`config.mk`:
```
export PLATFORM = sky130hd
export DESIGN_NAME = clk_div_prog
export DESIGN_NICKNAME = d
export VERILOG_FILES = /design/src/rtl/clk_div_prog.sv
export SDC_FILE = /design/constraint.sdc
export NUM_CORES = 1
export LEC_CHECK = 0
export CAP_MARGIN = 20
export CELL_PAD_IN_SITES_DETAIL_PLACEMENT = 0
export CELL_PAD_IN_SITES_GLOBAL_PLACEMENT = 1
export CORE_MARGIN = 1
export CORE_UTILIZATION = 39
export CTS_CLUSTER_SIZE = 28
export DETAILED_ROUTE_END_ITERATION = 6
export GPL_ROUTABILITY_DRIVEN = 0
export PLACE_DENSITY_LB_ADDON = 0.2
export SYNTH_ARGS = -nofsm -noshare
export SYNTH_HDL_FRONTEND = slang
export SYNTH_SLANG_ARGS = --single-unit
```
`constraint.sdc`:
```
create_clock -name CLK -period 2.1 [get_ports CLK]
set_clock_uncertainty 0.2 [all_clocks]
set_input_delay 0.315 -clock CLK [delete_from_list [all_inputs] [get_ports CLK]]
set_output_delay 0.315 -clock CLK [all_outputs]
set_load 0.01 [all_outputs]
```
`src/rtl/clk_div_prog.sv`:
```
// Runtime-programmable 50%-duty clock/tick divider with clean start/stop gating.
// Divisor changes are applied only at half-period boundaries.
module clk_div_prog #(
    parameter int unsigned CNT_W       = 16,
    parameter int unsigned DEFAULT_DIV = 749
) (
    input  logic             CLK,
    input  logic             RST,
    input  logic             EN,
    input  logic             DIV_LD,
    input  logic [CNT_W-1:0] DIV_IN,
    output logic             CLKOUT,
    output logic             RISE,
    output logic             FALL,
    output logic             ACTIVE,
    output logic [CNT_W-1:0] DIV_ACT
);

    typedef enum logic [1:0] {
        IDLE = 2'd0,
        RUN  = 2'd1,
        STOP = 2'd2
    } state_t;

    state_t           r_state;
    logic [CNT_W-1:0] r_cnt;
    logic [CNT_W-1:0] r_div_act;
    logic [CNT_W-1:0] r_div_pend;
    logic             r_pend_vld;
    logic             r_clkout;
    logic             r_rise;
    logic             r_fall;
    logic             r_active;

    logic [CNT_W-1:0] w_div_commit;
    logic             w_term;

    // A load in the same cycle as a commit point wins over the older pending value.
    assign w_div_commit = DIV_LD ? DIV_IN : (r_pend_vld ? r_div_pend : r_div_act);
    assign w_term       = (r_cnt == r_div_act);

    always_ff @(posedge CLK or posedge RST) begin
        if (RST) begin
            r_state    <= IDLE;
            r_cnt      <= '0;
            r_div_act  <= CNT_W'(DEFAULT_DIV);
            r_div_pend <= '0;
            r_pend_vld <= 1'b0;
            r_clkout   <= 1'b0;
            r_rise     <= 1'b0;
            r_fall     <= 1'b0;
            r_active   <= 1'b0;
        end else begin
            r_rise <= 1'b0;
            r_fall <= 1'b0;
            case (r_state)
                IDLE: begin
                    r_cnt    <= '0;
                    r_clkout <= 1'b0;
                    if (DIV_LD) begin
                        r_div_act <= DIV_IN;
                    end
                    if (EN) begin
                        r_state  <= RUN;
                        r_active <= 1'b1;
                        r_clkout <= 1'b1;
                        r_rise   <= 1'b1;
                    end
                end
                default: begin
                    if (!r_clkout && !EN) begin
                        r_state    <= IDLE;
                        r_active   <= 1'b0;
                        r_cnt      <= '0;
                        r_div_act  <= w_div_commit;
                        r_pend_vld <= 1'b0;
                    end else if (w_term) begin
                        // Leaving a high phase with EN low ends in IDLE after its FALL.
                        r_clkout   <= ~r_clkout;
                        r_rise     <= ~r_clkout;
                        r_fall     <= r_clkout;
                        r_cnt      <= '0;
                        r_div_act  <= w_div_commit;
                        r_pend_vld <= 1'b0;
                        if (r_clkout && !EN) begin
                            r_state  <= IDLE;
                            r_active <= 1'b0;
                        end else begin
                            r_state  <= RUN;
                            r_active <= 1'b1;
                        end
                    end else begin
                        r_cnt <= r_cnt + 1'b1;
                        if (DIV_LD) begin
                            r_div_pend <= DIV_IN;
                            r_pend_vld <= 1'b1;
                        end
                        r_state  <= (r_clkout && !EN) ? STOP : RUN;
                        r_active <= 1'b1;
                    end
                end
            endcase
        end
    end

    assign CLKOUT  = r_clkout;
    assign RISE    = r_rise;
    assign FALL    = r_fall;
    assign ACTIVE  = r_active;
    assign DIV_ACT = r_div_act;

endmodule

```
Word level (Yosys, flattened, before mapping)
Index checks and enable logic that the tools add are counted.
{ "classes": {"addsub": 1, "muxes": 33, "n_reduce_logical": 12, "eq_ne": 4, "bitwise_logic": 4} }
{ "ops": {"columns": ["op", "n"], "rows": [
  ["$mux 16", 9],
  ["$mux 1", 19],
  ["$add 16x1->16 const B", 1],
  ["$eq 16x16->1", 1],
  ["$mux 2", 5],
  ["$reduce_and 2->1", 3],
  ["$reduce_bool 3->1", 2],
  ["$ne 2x2->1 const B", 2],
  ["$not 1->1", 4],
  ["$reduce_and 4->1", 1],
  ["$logic_and 1x1->1", 2],
  ["$logic_not 1->1", 2],
  ["$logic_not 2->1", 1],
  ["$ne 2x1->1 const B", 1],
  ["$reduce_bool 2->1", 1]
]} }
{ "word_totals": {"input_bits": 20, "wordCells": 63, "register_bits": 55, "out_inout_bits": 20} }

Logic depth before layout (Yosys ltp)
Gate-level depths: netlist of the first run.
{ "logic_depth": {"word_depth": 6, "mapped_depth": 8, "ltp_nobuf": 5} }

Worst setup path before layout of the first run
OpenSTA, ideal clock, no wires.
{ "synth_timing": {"path_kind": "register to register", "from": "register r_div_act[5] (netlist: DIV_ACT[5])", "to": "register r_div_act[15] (netlist: DIV_ACT[15])", "t_arrival_ns": 2.012, "path_buffers": 1, "setup_slack_ns": -0.236, "required_time_ns": 1.775, "stages_incl_launch_ff": 7, "synth_period_minus_slack_ns": 2.336, "setup_time_ns": 0.125, "cell_sequence": "dfstp_2 > xor2_1 > nor4_1 > nand4_2 > a21oi_2 > buf_4 > mux2_2"} }
{ "synth_between": {"elab_chain_cells": 3} }
{ "synth_rtl": {"columns": ["element", "line", "text"], "rows": [
  ["start, declared", "27", "logic [CNT_W-1:0] r_div_act;"],
  ["start signal, assigned", "46", "r_div_act <= CNT_W'(DEFAULT_DIV);"],
  ["start signal, assigned", "75", "r_div_act <= w_div_commit;"],
  ["start signal, assigned", "83", "r_div_act <= w_div_commit;"],
  ["$eq 16x16->1", "40", "assign w_term = (r_cnt == r_div_act);"],
  ["$reduce_bool 3->1 (no line)", null, null],
  ["$reduce_and 2->1 (no line)", null, null]
]} }
No other way between the ends.
A chain may end at the register's enable or synchronous reset.

Final worst setup path of the first run
{ "layout_timing": {"from": "register r_div_act[7] (netlist: DIV_ACT[7])", "to": "register r_div_act[10] (netlist: DIV_ACT[10])"} }
Same word-level chain as after synthesis.

==> impl_metrics.py, run 1 <==
metrics = {
    "outcome": {
        "outcome": "complete, but fails checks",
        "failed_checks": "negative setup slack",
    },
    "synthesis": {
        "yosys_warnings": 0,
        "post_synth_instance_area_um2": 2590,
        "synthCells": 208,
        "synth_cell_type_count": 29,
        "netlist.area_leader.share_pct": 46.4,
        "synth_area_per_inst_um2": 12.5,
        "synth_top_cells_by_area": "sky130_fd_sc_hd__dfrtp_1 46%, sky130_fd_sc_hd__mux2_2 21%, sky130_fd_sc_hd__xor2_1 7.4%",
        "mappedNetlistNets": 229,
        "synth_top_cell_by_area": "sky130_fd_sc_hd__dfrtp_1",
        "synth_sequential_area_ratio_pct": 53.5,
        "postSynthRegisterBits": 55,
    },
    "critical_path": {
        "startpoint": "DIV_ACT[7]",
        "crit_required_ns": 2.09,
        "r2r_end": "DIV_ACT[10]",
        "critPathKind": "register to register",
        "critPathMaxFanout": 16,
        "timing.critical_path.to": "DIV_ACT[10]",
        "worst_path_largest_cell_delay_ns": 0.55,
        "rrSetupSlack_ns": -0.07,
        "regToRegStartpoint": "DIV_ACT[7]",
        "r2r.worst_path.cells": 6,
        "slowest_stage": "sky130_fd_sc_hd__dfstp_2",
        "timing.critical_path.arrival_ns": 2.16,
        "worstSetupStartpointType": "register",
        "worstSetupEndpointType": "register",
        "timing.critical_path.cells": "xor2_1 -> nor4_2 -> nand4_4 -> a21oi_4 -> buf_12 -> mux2_2",
    },
    "die": {
        "fp.dieArea_um2": 6970,
        "placementRows": 29,
        "design.core.area_um2": 6390,
        "count_of_pins_on_the_block_boundary": 40,
        "initial_cell_density_of_the_core_pct": 40.6,
        "floorplan.die.height_um": 83.5,
        "die_w_um": 83.5,
    },
    "timing": {
        "drv_slew": 0,
        "relative_slew_slack_pct": 77.1,
        "final-setup-viol-count": 32,
        "finalWorstSetupSlack_ns": -0.0717,
        "timing.final.hold_violations": 0,
        "post_layout_minimum_cycle_time_ns": 2.17,
        "worst_pin_slew_ns": 0.340,
        "rsz_0062_raised_after_global_routing": "true",
        "fmax_mhz": 460,
        "final_min_period_over_clock_period_pct": 103,
    },
    "global_route": {
        "antenna_found_initial": 0,
        "grt-ovfl-total": 0,
        "vias_in_the_first_global_route": 1925,
        "global_route.usage.total_pct": 16.9,
        "first_pass_grt_wire_length_um": 9290,
        "pin_count_of_the_biggest_net_entering_global_routing": 43,
    },
    "final_layout": {
        "final_common_cell": "sky130_fd_sc_hd__dfrtp_1",
        "layout.filler_cells": 579,
        "final_area_um2": 3550,
        "drive_gt1_share_pct": 39.5,
        "final_nets": 311,
        "antenna_cells_inserted": 0,
        "final_cell_mix": "48 x sky130_fd_sc_hd__dfrtp_1, 43 x sky130_fd_sc_hd__mux2_2, 41 x sky130_fd_sc_hd__buf_4",
        "layout-area-overhead-vs-synth_pct": 37.0,
        "post_layout_nonfiller_instances": 368,
    },
    "detailed_routing": {
        "drc": 0,
        "met3WireLength_um": 163,
        "drtAntennaViolNets": 0,
        "wl_per_cell_um": 14.7,
        "drt_pass1_iterations": 4,
        "dr.first_iter.drc_count": 57,
        "m1WireLength_um": 2580,
        "total_detailed_routing_wirelength_um": 5420,
        "vias_per_cell": 4.86,
        "routed-via-count": 1789,
        "detailroute.wirelength.met2_um": 2600,
        "top_metal_used": "met4",
    },
    "clock_network": {
        "clkLatencyLatePin_ns": 0.30,
        "tritoncts.num_buffers": 5,
        "cts_max_path_buffers": 2,
        "tritoncts_num_sinks": 55,
        "tritoncts_clock_tree": "yes",
        "clock_h_tree_levels": 2,
        "ctsHoldBuffers": 0,
        "cts.clk_slew.worst_paths_ns": 0.10,
        "clock_tree.root_cell": "sky130_fd_sc_hd__clkbuf_8",
    },
    "job": {
        "timing.max_cap.violations": 0,
    },
    "placed_design": {
        "buffer_ports.inserted": 39,
        "detailed_place.area_um2": 3420,
        "dp_hpwl_um": 4020,
        "placed_cells": 359,
    },
    "pwr": {
        "power.static_leakage_uw": 0.00156,
        "ir_drop_uv": 391,
        "power.density_nw_per_um2": 822,
    },
    "hold_path": {
        "min_path_type": "primary input to async pin",
    },
}
-- metrics by stage --
stage               util, %  worst slack [ns]  total power [uW]  hold slack [ns]  setup TNS, ns
finish                 55.6           -0.0717              2920           0.0685          -1.41
global placement       53.6            -0.177              2350            0.278          -4.71
CTS                    55.5            -0.114              2960           0.0742          -2.80
global route           55.6            -0.170              3090           0.0973          -4.66
floorplan                 -            -0.146              1830            0.181          -2.86
detailed placement     53.6            -0.220              2360            0.275          -5.79
-- synthesized netlist by cell type --
cell,n
sky130_fd_sc_hd__a21bo_2,1
sky130_fd_sc_hd__a21oi_1,4
sky130_fd_sc_hd__a21oi_2,1
sky130_fd_sc_hd__and2_1,1
sky130_fd_sc_hd__and3_1,3
sky130_fd_sc_hd__and4_1,2
sky130_fd_sc_hd__buf_2,1
sky130_fd_sc_hd__buf_4,1
sky130_fd_sc_hd__buf_6,2
sky130_fd_sc_hd__clkbuf_1,4
sky130_fd_sc_hd__clkbuf_2,1
sky130_fd_sc_hd__dfrtp_1,48
sky130_fd_sc_hd__dfstp_2,7
sky130_fd_sc_hd__ha_1,1
sky130_fd_sc_hd__inv_1,2
sky130_fd_sc_hd__mux2_2,48
sky130_fd_sc_hd__nand2_1,5
sky130_fd_sc_hd__nand2b_1,1
sky130_fd_sc_hd__nand3_1,8
sky130_fd_sc_hd__nand4_1,3
sky130_fd_sc_hd__nand4_2,1
sky130_fd_sc_hd__nor2_1,21
sky130_fd_sc_hd__nor3_1,3
sky130_fd_sc_hd__nor3b_1,1
sky130_fd_sc_hd__nor4_1,5
sky130_fd_sc_hd__o21ai_0,2
sky130_fd_sc_hd__or2_2,1
sky130_fd_sc_hd__xnor2_1,8
sky130_fd_sc_hd__xor2_1,22
-- critical path, delay by kind of cell, from the launching register on --
family	cells	cell delay (ns)
AO/OA/AOI/OAI	1	0.18
XOR/XNOR	1	0.07
flip-flops	1	0.55
AND/OR/NAND/NOR	2	0.54
multiplexers	1	0.34
buffers and inverters	1	0.17
-- logic make-up (layout without fill, tap and decap cells) --
family	count (synthesis)	after routing	share of synthesized area, %
compound gates	8	8	1.88
xor+xnor	30	30	10.1
fa+ha+maj	1	1	0.483
buf+inv	11	94	2.42
flops	55	55	53.5
mux	48	48	20.9
simple gates	55	55	10.7
-- flip-flops by register name, summed over array words and instances (netlist names) --
register    count
ACTIVE          1
CLKOUT          1
DIV_ACT        16
FALL            1
RISE            1
r_cnt          16
r_div_pend     16
r_pend_vld      1
r_state         2
-- cell type report --
type | instances | area [um^2] | share of cell area, %
Clock inverter | 1 | 5.00 | 0.141
Timing Repair Buffer | 84 | 778 | 21.9
Sequential cell | 55 | 1390 | 39.0
Tap cell | 77 | 96.3 | 2.72
Clock buffer | 7 | 76.3 | 2.15
Inverter | 2 | 7.51 | 0.212
Multi-Input combinational cell | 142 | 1200 | 33.8
-- routing by layer --
| metal | global-route usage (%) | vias up |
|---|---|---|
| met4 | 5.55 | 0 |
| li1 | - | 878 |
| met2 | 27.6 | 32 |
| met5 | 0 | - |
| met1 | 23.3 | 871 |
| met3 | 2.47 | 8 |
-- power by group --
part           switching, uW  total [uW]  leakage (uW)  internal (uW)
logic                    369         979      0.000846            610
registers                110        1380      0.000675           1270
clock network            326         561     0.0000422            235
total                    806        2920       0.00156           2110
-- timing repair --
item                       CTS  global route
buffers inserted             1             0
pin swaps                    2             1
setup endpoints to repair   34            36
resized for setup            6             1
-- worst min-delay path by stage --
| stage | start | end | depth (start not counted) |
|---|---|---|---|
| final | RST | FALL | 2 |
| after detailed placement | ACTIVE | ACTIVE | 2 |
| after floorplan | EN | r_state[1] | 1 |
| after global placement | ACTIVE | ACTIVE | 2 |
| after CTS | RST | r_div_pend[9] | 2 |
| after global routing | RST | r_div_pend[9] | 2 |
Note: power is estimated with default switching activity, not from simulation.
==> run 2: changes to the inputs <==
- REMOVE_ABC_BUFFERS: not set -> 1
==> run 2 against run 1 <==
Effect of this change:
- the flow still finishes with violations (negative setup slack)
- sequential power about the same
- sequential share of layout area down 1.1 points
- highest routed layer unchanged
- register-to-register slack got worse by 0.04 ns
- power is 1.7% higher
- combinational power up 4%
- non-clock buffer count rose by 5
- utilization up 1.6 points
- clock-buffer cell count stayed put
- first-iteration DRC count is 42% lower
- sequential cell count stayed put
- via count is 1.2% higher
==> impl_metrics.py, run 2 (same netlist as run 1, synthesis figures left out) <==
metrics = {
    "outcome": {
        "outcome": "complete, but fails checks",
        "failed_checks": "negative setup slack",
    },
    "critical_path": {
        "timing.critical_path.buf_inv": 2,
        "crit_required_ns": 2.09,
        "critPathMaxFanout": 5,
        "crit_family": "flip-flops",
        "timing.critical_path.cells": "xor2_2 -> nor4_2 -> buf_4 -> nand4_4 -> a21oi_4 -> buf_6 -> mux2_4",
        "r2r.worst_path.cells": 7,
        "critical_path_cell_count": 7,
        "critPathKind": "register to register",
        "worst_path_largest_cell_delay_ns": 0.56,
        "worstSetupEndpointType": "register",
        "worstSetupStartpointType": "register",
        "slowest_stage": "sky130_fd_sc_hd__dfstp_2",
        "timing.critical_path.arrival_ns": 2.20,
    },
    "pwr": {
        "net-switching-power_uw": 811,
        "sequentialPowerShare_pct": 46.7,
        "swShare_pct": 27.3,
        "power.combinational.fraction_pct": 34.3,
        "ir_drop_uv": 465,
        "power.static_leakage_uw": 0.00163,
        "power.density_nw_per_um2": 812,
        "p_int_uw": 2160,
        "clkPwrFrac_pct": 19.0,
    },
    "detailed_routing": {
        "vias_per_cell": 4.86,
        "wl_per_cell_um": 14.4,
        "dr.first_iter.drc_count": 33,
        "drc": 0,
        "routed-via-count": 1811,
        "total_detailed_routing_wirelength_um": 5380,
        "drtAntennaViolNets": 0,
        "drt_pass1_iterations": 4,
    },
    "global_route": {
        "global_route.usage.total_pct": 16.3,
        "first_pass_grt_wire_length_um": 9010,
        "pin_count_of_the_biggest_net_entering_global_routing": 56,
        "antenna_found_initial": 0,
        "grt-ovfl-total": 0,
        "vias_in_the_first_global_route": 1899,
    },
    "timing": {
        "final-setup-viol-count": 33,
        "drv_slew": 0,
        "rsz_0062_raised_after_global_routing": "true",
        "timing.final.hold_violations": 0,
        "final_min_period_over_clock_period_pct": 105,
        "post_layout_minimum_cycle_time_ns": 2.21,
        "worst_pin_slew_ns": 0.430,
        "fmax_mhz": 453,
        "relative_slew_slack_pct": 71.1,
        "finalWorstSetupSlack_ns": -0.109,
    },
    "clock_network": {
        "tritoncts.num_buffers": 5,
        "tritoncts_clock_tree": "yes",
        "clock_h_tree_levels": 2,
        "clkLatencyLatePin_ns": 0.30,
        "clock_tree.root_cell": "sky130_fd_sc_hd__clkbuf_8",
        "cts.clk_slew.worst_paths_ns": 0.09,
        "cts_max_path_buffers": 2,
        "tritoncts_num_sinks": 55,
    },
    "final_layout": {
        "final_nets": 316,
        "layout-area-overhead-vs-synth_pct": 41.1,
        "layout.filler_cells": 566,
        "antenna_cells_inserted": 0,
        "final_common_cell": "sky130_fd_sc_hd__dfrtp_1",
        "final_area_um2": 3650,
        "multi_input_area_um2": 1230,
        "final_cell_mix": "48 x sky130_fd_sc_hd__dfrtp_1, 42 x sky130_fd_sc_hd__buf_4, 39 x sky130_fd_sc_hd__clkdlybuf4s50_1",
        "layout.area.seq_um2": 1390,
        "drive_gt1_share_pct": 41.2,
    },
    "die": {
        "die_w_um": 83.5,
        "design.core.area_um2": 6390,
        "floorplan.die.height_um": 83.5,
        "fp.dieArea_um2": 6970,
        "initial_cell_density_of_the_core_pct": 40.6,
        "placementRows": 29,
        "count_of_pins_on_the_block_boundary": 40,
    },
    "placed_design": {
        "detailed_place.area_um2": 3410,
        "detailedPlace.worstSlack_ns": -0.223,
        "buffer_ports.inserted": 39,
        "dp_hpwl_um": 3670,
    },
    "job": {
        "timing.max_cap.violations": 0,
    },
    "hold_path": {
        "min_path_type": "primary input to async pin",
    },
}
## run 2: worst register-to-register path: cells and delay by family, from the launching register on
kind                   cells  cell delay, ns
AO/OA/AOI/OAI              1            0.22
buffers and inverters      2            0.35
flip-flops                 1            0.56
XOR/XNOR                   1            0.06
AND/OR/NAND/NOR            2            0.39
multiplexers               1            0.31
## run 2: power by group through the flow
stage                     Combinational [uW]  Sequential [uW]  Clock [uW]
after floorplan                          349             1450           0
after global placement                   918             1400           0
after detailed placement                 924             1400           0
after CTS                                996             1380         592
after global routing                    1100             1410         630
final                                   1020             1380         565
## run 2: final cells by class
cell class | instances | area share, %
well taps | 77 | 2.64
repair buffers | 89 | 23.2
flip-flops and latches | 55 | 37.9
inverters | 2 | 0.205
clock inverters | 1 | 0.137
clock buffers | 7 | 2.09
multi-input cells | 142 | 33.8
## run 2: final timing paths
| check | from | end | slack (ns) |
|---|---|---|---|
| setup / recovery | DIV_ACT[9] | DIV_ACT[11] | -0.11 |
| hold / removal | RST | r_div_pend[1] | 0.18 |
| setup reg to reg | DIV_ACT[9] | DIV_ACT[11] | -0.11 |
| hold reg to reg | ACTIVE | ACTIVE | 0.29 |
| max in group asynchronous | RST | DIV_ACT[3] | 1.22 |
| min in group CLK | ACTIVE | ACTIVE | 0.29 |
## run 2: what timing repair did
action | CTS | global route
pin swaps | 3 | 4
hold buffers | 0 | 0
cloned | 1 | 1
endpoints found under the setup margin | 48 | 51
setup buffers | 1 | 0
resized for setup | 17 | 12
hold endpoints to repair | 0 | 0
## run 2: metal layers
| layer | share of wire (%) | wire length [um] | global-route usage [%] |
|---|---|---|---|
| met1 | 48 | 2610 | 22.6 |
| met2 | 47 | 2540 | 26.0 |
| met3 | 3.1 | 169 | 3.56 |
| met4 | 1.2 | 66 | 4.16 |
| met5 | 0 | 0 | 0 |
## run 2: metrics by stage
stage	TNS [ns]	hold WS [ns]	power (uW)	utilization [%]	std cells
floorplan	-6.24	0.146	1800	-	199
global placement	-3.80	0.272	2320	53.4	362
detailed placement	-6.09	0.272	2330	53.4	362
CTS	-3.95	0.192	2970	56.0	372
global route	-7.17	0.192	3140	57.2	373
finish	-2.28	0.181	2970	57.2	373
==> run 3: changes to the inputs <==
- SKIP_LAST_GASP: not set -> 1
==> results of run 3 <==
Same layout as run 2: the final DEF is identical, and so are final timing and power.
Among the figures that moved: number of gates resized after CTS 17 -> 16; wire length of the first global-routing pass 9010 um -> 9000 um; via count of the first global-routing pass 1899 -> 1895; overall routing resource usage 16.3% -> 16.2%; met1 usage 22.6% -> 22.5%
